==> config.mk <==
export PLATFORM = sky130hd
export DESIGN_NAME = register_file_8x32_flat
export DESIGN_NICKNAME = d
export VERILOG_FILES = /design/src/rtl/register_file_8x32_if.sv /design/src/rtl/register_file_8x32.sv /design/src/flat_wrapper.sv
export SDC_FILE = /design/constraint.sdc
export NUM_CORES = 1
export LEC_CHECK = 0
export CORE_UTILIZATION = 45
export CTS_CLUSTER_DIAMETER = 40
export DETAILED_ROUTE_END_ITERATION = 10
export PLACE_DENSITY = 0.79
export SLEW_MARGIN = 20
export SYNTH_ARGS = -nofsm -noshare
export SYNTH_HDL_FRONTEND = slang
export SYNTH_SLANG_ARGS = --single-unit
==> constraint.sdc <==
create_clock -name clk -period 1.7 [get_ports clk]
set_input_delay 0.17 -clock clk [delete_from_list [all_inputs] [get_ports clk]]
set_output_delay 0.17 -clock clk [all_outputs]
set_load 0.1 [all_outputs]
==> src/rtl/register_file_8x32_if.sv <==
// Register file bus interface.
// Groups the write port, both read ports and the bulk-clear handshake.
//   master : drives wr_en/wr_addr/wr_data, rd_addr0/1, clr_req;
//            receives rd_data0/1, busy, clr_done.
//   slave  : the register file side (opposite directions).
interface register_file_8x32_if #(
    parameter int DATA_W = 32,
    parameter int ADDR_W = 3
);
    logic              wr_en;
    logic [ADDR_W-1:0] wr_addr;
    logic [DATA_W-1:0] wr_data;
    logic [ADDR_W-1:0] rd_addr0;
    logic [DATA_W-1:0] rd_data0;
    logic [ADDR_W-1:0] rd_addr1;
    logic [DATA_W-1:0] rd_data1;
    logic              clr_req;
    logic              busy;
    logic              clr_done;

    modport master (
        output wr_en, wr_addr, wr_data, rd_addr0, rd_addr1, clr_req,
        input  rd_data0, rd_data1, busy, clr_done
    );

    modport slave (
        input  wr_en, wr_addr, wr_data, rd_addr0, rd_addr1, clr_req,
        output rd_data0, rd_data1, busy, clr_done
    );
endinterface

==> src/rtl/register_file_8x32.sv <==
// Eight-entry, 32-bit register file: one synchronous write port, two
// combinational read ports, and a bulk-clear engine that zeroes one entry
// per cycle (IDLE -> CLEAR x NUM_REGS -> DONE -> IDLE).
// Ports:
//   clk      : system clock, rising edge
//   reset_n  : asynchronous active-low reset (all entries, FSM, pointer)
//   bus      : register_file_8x32_if.slave (write, reads, clr_req/busy/clr_done)
// Optional: define RF_BYPASS_EN for same-cycle write-through forwarding
// on each read port.
module register_file_8x32 #(
    parameter int DATA_W   = 32,
    parameter int ADDR_W   = 3,
    parameter int NUM_REGS = 8   // must equal 2**ADDR_W
) (
    input  logic                  clk,
    input  logic                  reset_n,
    register_file_8x32_if.slave   bus
);

    typedef enum logic [1:0] {
        IDLE  = 2'd0,
        CLEAR = 2'd1,
        DONE  = 2'd2
    } state_e;

    state_e            state_q, state_d;
    logic [ADDR_W-1:0] ptr_q, ptr_d;
    logic [DATA_W-1:0] regs_q [NUM_REGS];

    logic [NUM_REGS-1:0] reg_en;
    logic [DATA_W-1:0]   reg_wdata;
    logic                busy;
    logic                host_wr;

    assign busy    = (state_q == CLEAR);
    assign host_wr = bus.wr_en && !busy;

    // Next-state logic for the clear sequencer
    always_comb begin
        state_d = state_q;
        ptr_d   = ptr_q;
        unique case (state_q)
            IDLE: begin
                if (bus.clr_req) begin
                    state_d = CLEAR;
                    ptr_d   = '0;
                end
            end
            CLEAR: begin
                ptr_d = ptr_q + 1'b1;
                if (ptr_q == ADDR_W'(NUM_REGS - 1)) begin
                    state_d = DONE;
                end
            end
            DONE: begin
                state_d = IDLE;
            end
            default: begin
                state_d = IDLE;
            end
        endcase
    end

    always_ff @(posedge clk or negedge reset_n) begin
        if (!reset_n) begin
            state_q <= IDLE;
            ptr_q   <= '0;
        end else begin
            state_q <= state_d;
            ptr_q   <= ptr_d;
        end
    end

    // Per-entry enable decode: the sweep owns the array while busy, so host
    // writes are simply not decoded then (dropped, not queued).
    always_comb begin
        reg_en    = '0;
        reg_wdata = bus.wr_data;
        if (busy) begin
            reg_en[ptr_q] = 1'b1;
            reg_wdata     = '0;
        end else if (bus.wr_en) begin
            reg_en[bus.wr_addr] = 1'b1;
        end
    end

    always_ff @(posedge clk or negedge reset_n) begin
        if (!reset_n) begin
            for (int unsigned i = 0; i < unsigned'(NUM_REGS); i++) begin
                regs_q[i] <= '0;
            end
        end else begin
            for (int unsigned i = 0; i < unsigned'(NUM_REGS); i++) begin
                if (reg_en[i]) begin
                    regs_q[i] <= reg_wdata;
                end
            end
        end
    end

`ifdef RF_BYPASS_EN
    // Forward only host writes; sweep zeros are never bypassed.
    assign bus.rd_data0 = (host_wr && (bus.wr_addr == bus.rd_addr0)) ?
                          bus.wr_data : regs_q[bus.rd_addr0];
    assign bus.rd_data1 = (host_wr && (bus.wr_addr == bus.rd_addr1)) ?
                          bus.wr_data : regs_q[bus.rd_addr1];
`else
    logic unused_host_wr;
    assign unused_host_wr = host_wr;
    assign bus.rd_data0   = regs_q[bus.rd_addr0];
    assign bus.rd_data1   = regs_q[bus.rd_addr1];
`endif

    assign bus.busy     = busy;
    assign bus.clr_done = (state_q == DONE);

endmodule

==> src/flat_wrapper.sv <==
// flat-port wrapper written by rule: the top's interface ports become plain ports
module register_file_8x32_flat 
#(
    parameter int DATA_W   = 32,
    parameter int ADDR_W   = 3,
    parameter int NUM_REGS = 8                          
)
  (clk, reset_n, bus_wr_en, bus_wr_addr, bus_wr_data, bus_rd_addr0, bus_rd_addr1, bus_clr_req, bus_rd_data0, bus_rd_data1, bus_busy, bus_clr_done);
  register_file_8x32_if #(.DATA_W(DATA_W), .ADDR_W(ADDR_W)) bus_i ();
  input  logic clk;
  input  logic reset_n;
  input wire logic [$bits(bus_i.wr_en)-1:0] bus_wr_en;
  input wire logic [$bits(bus_i.wr_addr)-1:0] bus_wr_addr;
  input wire logic [$bits(bus_i.wr_data)-1:0] bus_wr_data;
  input wire logic [$bits(bus_i.rd_addr0)-1:0] bus_rd_addr0;
  input wire logic [$bits(bus_i.rd_addr1)-1:0] bus_rd_addr1;
  input wire logic [$bits(bus_i.clr_req)-1:0] bus_clr_req;
  output wire logic [$bits(bus_i.rd_data0)-1:0] bus_rd_data0;
  output wire logic [$bits(bus_i.rd_data1)-1:0] bus_rd_data1;
  output wire logic [$bits(bus_i.busy)-1:0] bus_busy;
  output wire logic [$bits(bus_i.clr_done)-1:0] bus_clr_done;
  assign bus_i.wr_en = bus_wr_en;
  assign bus_i.wr_addr = bus_wr_addr;
  assign bus_i.wr_data = bus_wr_data;
  assign bus_i.rd_addr0 = bus_rd_addr0;
  assign bus_i.rd_addr1 = bus_rd_addr1;
  assign bus_i.clr_req = bus_clr_req;
  assign bus_rd_data0 = bus_i.rd_data0;
  assign bus_rd_data1 = bus_i.rd_data1;
  assign bus_busy = bus_i.busy;
  assign bus_clr_done = bus_i.clr_done;
  register_file_8x32 #(.DATA_W(DATA_W), .ADDR_W(ADDR_W), .NUM_REGS(NUM_REGS)) u_core (.clk(clk), .reset_n(reset_n), .bus(bus_i));
endmodule
==> metrics.cfg <==
[power]
comb_power_share = 0.552
switching_share = 0.386
leakagePower_uw = 0.00937
intPower_uw = 26200
power_switching_uw = 16500
pwr-share-clk = 0.201
power_density_mw_per_mm2 = 2060
pwr-share-seq = 0.247
irDropWorstVdd_v = 0.00129

[clock_network]
clock_sinks = 261
htreeDepth = 2
clk_pin_slew_ns = 0.06
clock-root-buffer = clkbuf_16
cts_tree = done
cts_buffers = 41
insertion_delay_ns = 0.53
clk_path_buf_depth = 3

[logic_synthesis]
synth-main-ff-cell = dfrtp_1
synthDistinctLibCells = 29
synth_edf_count = 0
ys_ff_latch = 261
syn_inst = 870
ys_seq_area_frac = 0.463
yosysWarnings = 0
async_flop_share = 1.00
syn_nets = 917
avgSynthCellArea_um2 = 16.2
synthesis.area_mm2 = 0.0141

[worst_setup_path]
cp_max_fo = 3
required_ns = 1.53
worstSetupPathType = reg2out
arrival_ns = 1.94
cp-start-kind = register
end_kind = primary output

[run]
drv_cap = 0

[routing]
viasPerCell = 6.10
ant_nets = 0
drtIter0Drc = 642
wl_per_cell_um = 28.5
via_count = 9295
drtPass1Iterations = 9
wirelength_um = 43500
drc = 12

[sta]
skew_ns = 0.0181
slew_headroom = 0.689
hold_violations = 0
whs_ns = 0.128
fin_crit_ns = 2.11
setup_slack_ns = -0.414
rsz0062_at_grt = yes
fin_crit_sh = 1.24
finalSetupViolCount = 321
drv_slew = 0
fmax_mhz = 473
tightest_slew_ns = 0.467

[run_status]
violations = DRC, setup timing
status = finished, violations left

[global_route]
grt_usage = 0.278
antenna_found_initial = 0
grt_pass1_wl_um = 64900
grt_max_degree = 59
grt_remaining_overflow = 0
grt_pass1_vias = 10100

[floorplan]
core_area_mm2 = 0.0307
die_h_um = 179
row_count = 64
start_util = 0.459
die_area_mm2 = 0.0321
die_x_um = 179
io_pins = 111

[layout]
nets = 1147
final_common_cell = dfrtp_1
stdcell_area_mm2 = 0.0207
syn2layout_area_growth_pct = 47.0
antenna_cells = 0
drive_above_1_share = 0.717
layout_common_cells = 260 x dfrtp_1, 259 x mux2_4, 128 x mux4_2

[placed_design]
hpwl_um = 22100
gp_congestion = 0.747
dpl_cell_area_mm2 = 0.0174
portBuffers = 110

[worst_hold_path]
hp-class = in2async

synthesized netlist by cell type (all sizes together) (2+ instances only):
library cell,number,area share
nor3b,2,0.0011
clkbuf,48,0.013
nand3b,3,0.0016
mux2,320,0.26
ha,2,0.0018
inv,2,0.00089
mux4,128,0.20
a22o,2,0.0012
a32o,2,0.0014
and2,33,0.015
o32ai,6,0.012
nand2,2,0.00053
nand2b,3,0.0013
dfrtp,261,0.46
buf,48,0.024
cell families (layout without fill, tap and decap cells):
kind of cell,Yosys count,in the layout,synth area share
adders and majority gates,2,2,0.00177
muxes,448,448,0.460
AOI/OAI and AO/OA,13,13,0.0156
buffers and inverters,98,357,0.0381
DFF,261,261,0.463
and+or+nand+nor,48,48,0.0216
registers in the layout, summed over array words and instances (netlist names):
signal / cells
u_core.ptr_q: 3
u_core.regs_q: 256
u_core.state_q: 2
power by group through the flow:
stage / registers (uW) / clock network, uW / logic [uW]
after floorplan: 9750 / 0 / 13500
after global placement: 10100 / 0 / 18600
after detailed placement: 10400 / 0 / 18900
after CTS: 10300 / 8630 / 23000
after global routing: 10800 / 8950 / 24300
final: 10600 / 8580 / 23500
final timing paths:
path	start	endpoint	slack, ns	cells after the start
max	u_core.regs_q[32]	bus_rd_data0[0]	-0.41	3
min	reset_n	u_core.regs_q[206]	0.13	2
max reg2reg	u_core.state_q[1]	u_core.regs_q[223]	-0.30	7
min reg2reg	u_core.regs_q[187]	u_core.regs_q[187]	0.53	1
max in group asynchronous	reset_n	u_core.regs_q[133]	0.77	3
min in group clk	bus_clr_req	u_core.state_q[0]	0.42	3
critical path: stages, from the launching register on:
cell and delay (ns):
dfrtp_1 0.41, mux4_2 0.52, mux2_4 0.31, buf_12 0.17
repair_timing:
| item | 4_1_cts | 5_1_grt |
|---|---|---|
| endpoints found under the setup margin | 321 | 322 |
| pin swaps | 13 | 13 |
| buffers inserted | 62 | 46 |
| gates resized for setup | 195 | 53 |
| gates cloned | 23 | 1 |
| hold buffers | 1 | 0 |
| endpoints found under the hold margin | 226 | 0 |
metal layers:
layer | part of all wire | routed length, um | vias up | track usage
met4 | 0.039 | 1690 | 0 | 0.118
met1 | 0.40 | 17200 | 5006 | 0.351
met2 | 0.51 | 22300 | 378 | 0.470
met5 | 0 | 0 | - | 0
li1 | - | - | 3795 | -
met3 | 0.054 | 2340 | 116 | 0.0509
area by class of cell:
type	instances	area, um^2
Clock buffer	44	1050
Clock inverter	28	347
Fill cell	1889	10000
Inverter	2	23.8
Multi-Input combinational cell	511	8120
Sequential cell	261	6530
Tap cell	396	495
Timing Repair Buffer	283	4170
stage by stage:
stage / util / instances / total power [uW] / TNS (ns) / worst slack, ns
2_1_floorplan: - / 870 / 23300 / -12.70 / -0.0940
3_3_place_gp: 0.566 / 1341 / 28700 / -76.21 / -0.335
3_5_place_dp: 0.566 / 1341 / 29200 / -81.98 / -0.365
4_1_cts: 0.668 / 1497 / 41900 / -64.06 / -0.427
5_1_grt: 0.674 / 1525 / 44000 / -85.56 / -0.444
6_report: 0.674 / 1525 / 42700 / -75.70 / -0.414
No activity file was read; power rests on OpenSTA's default activity.
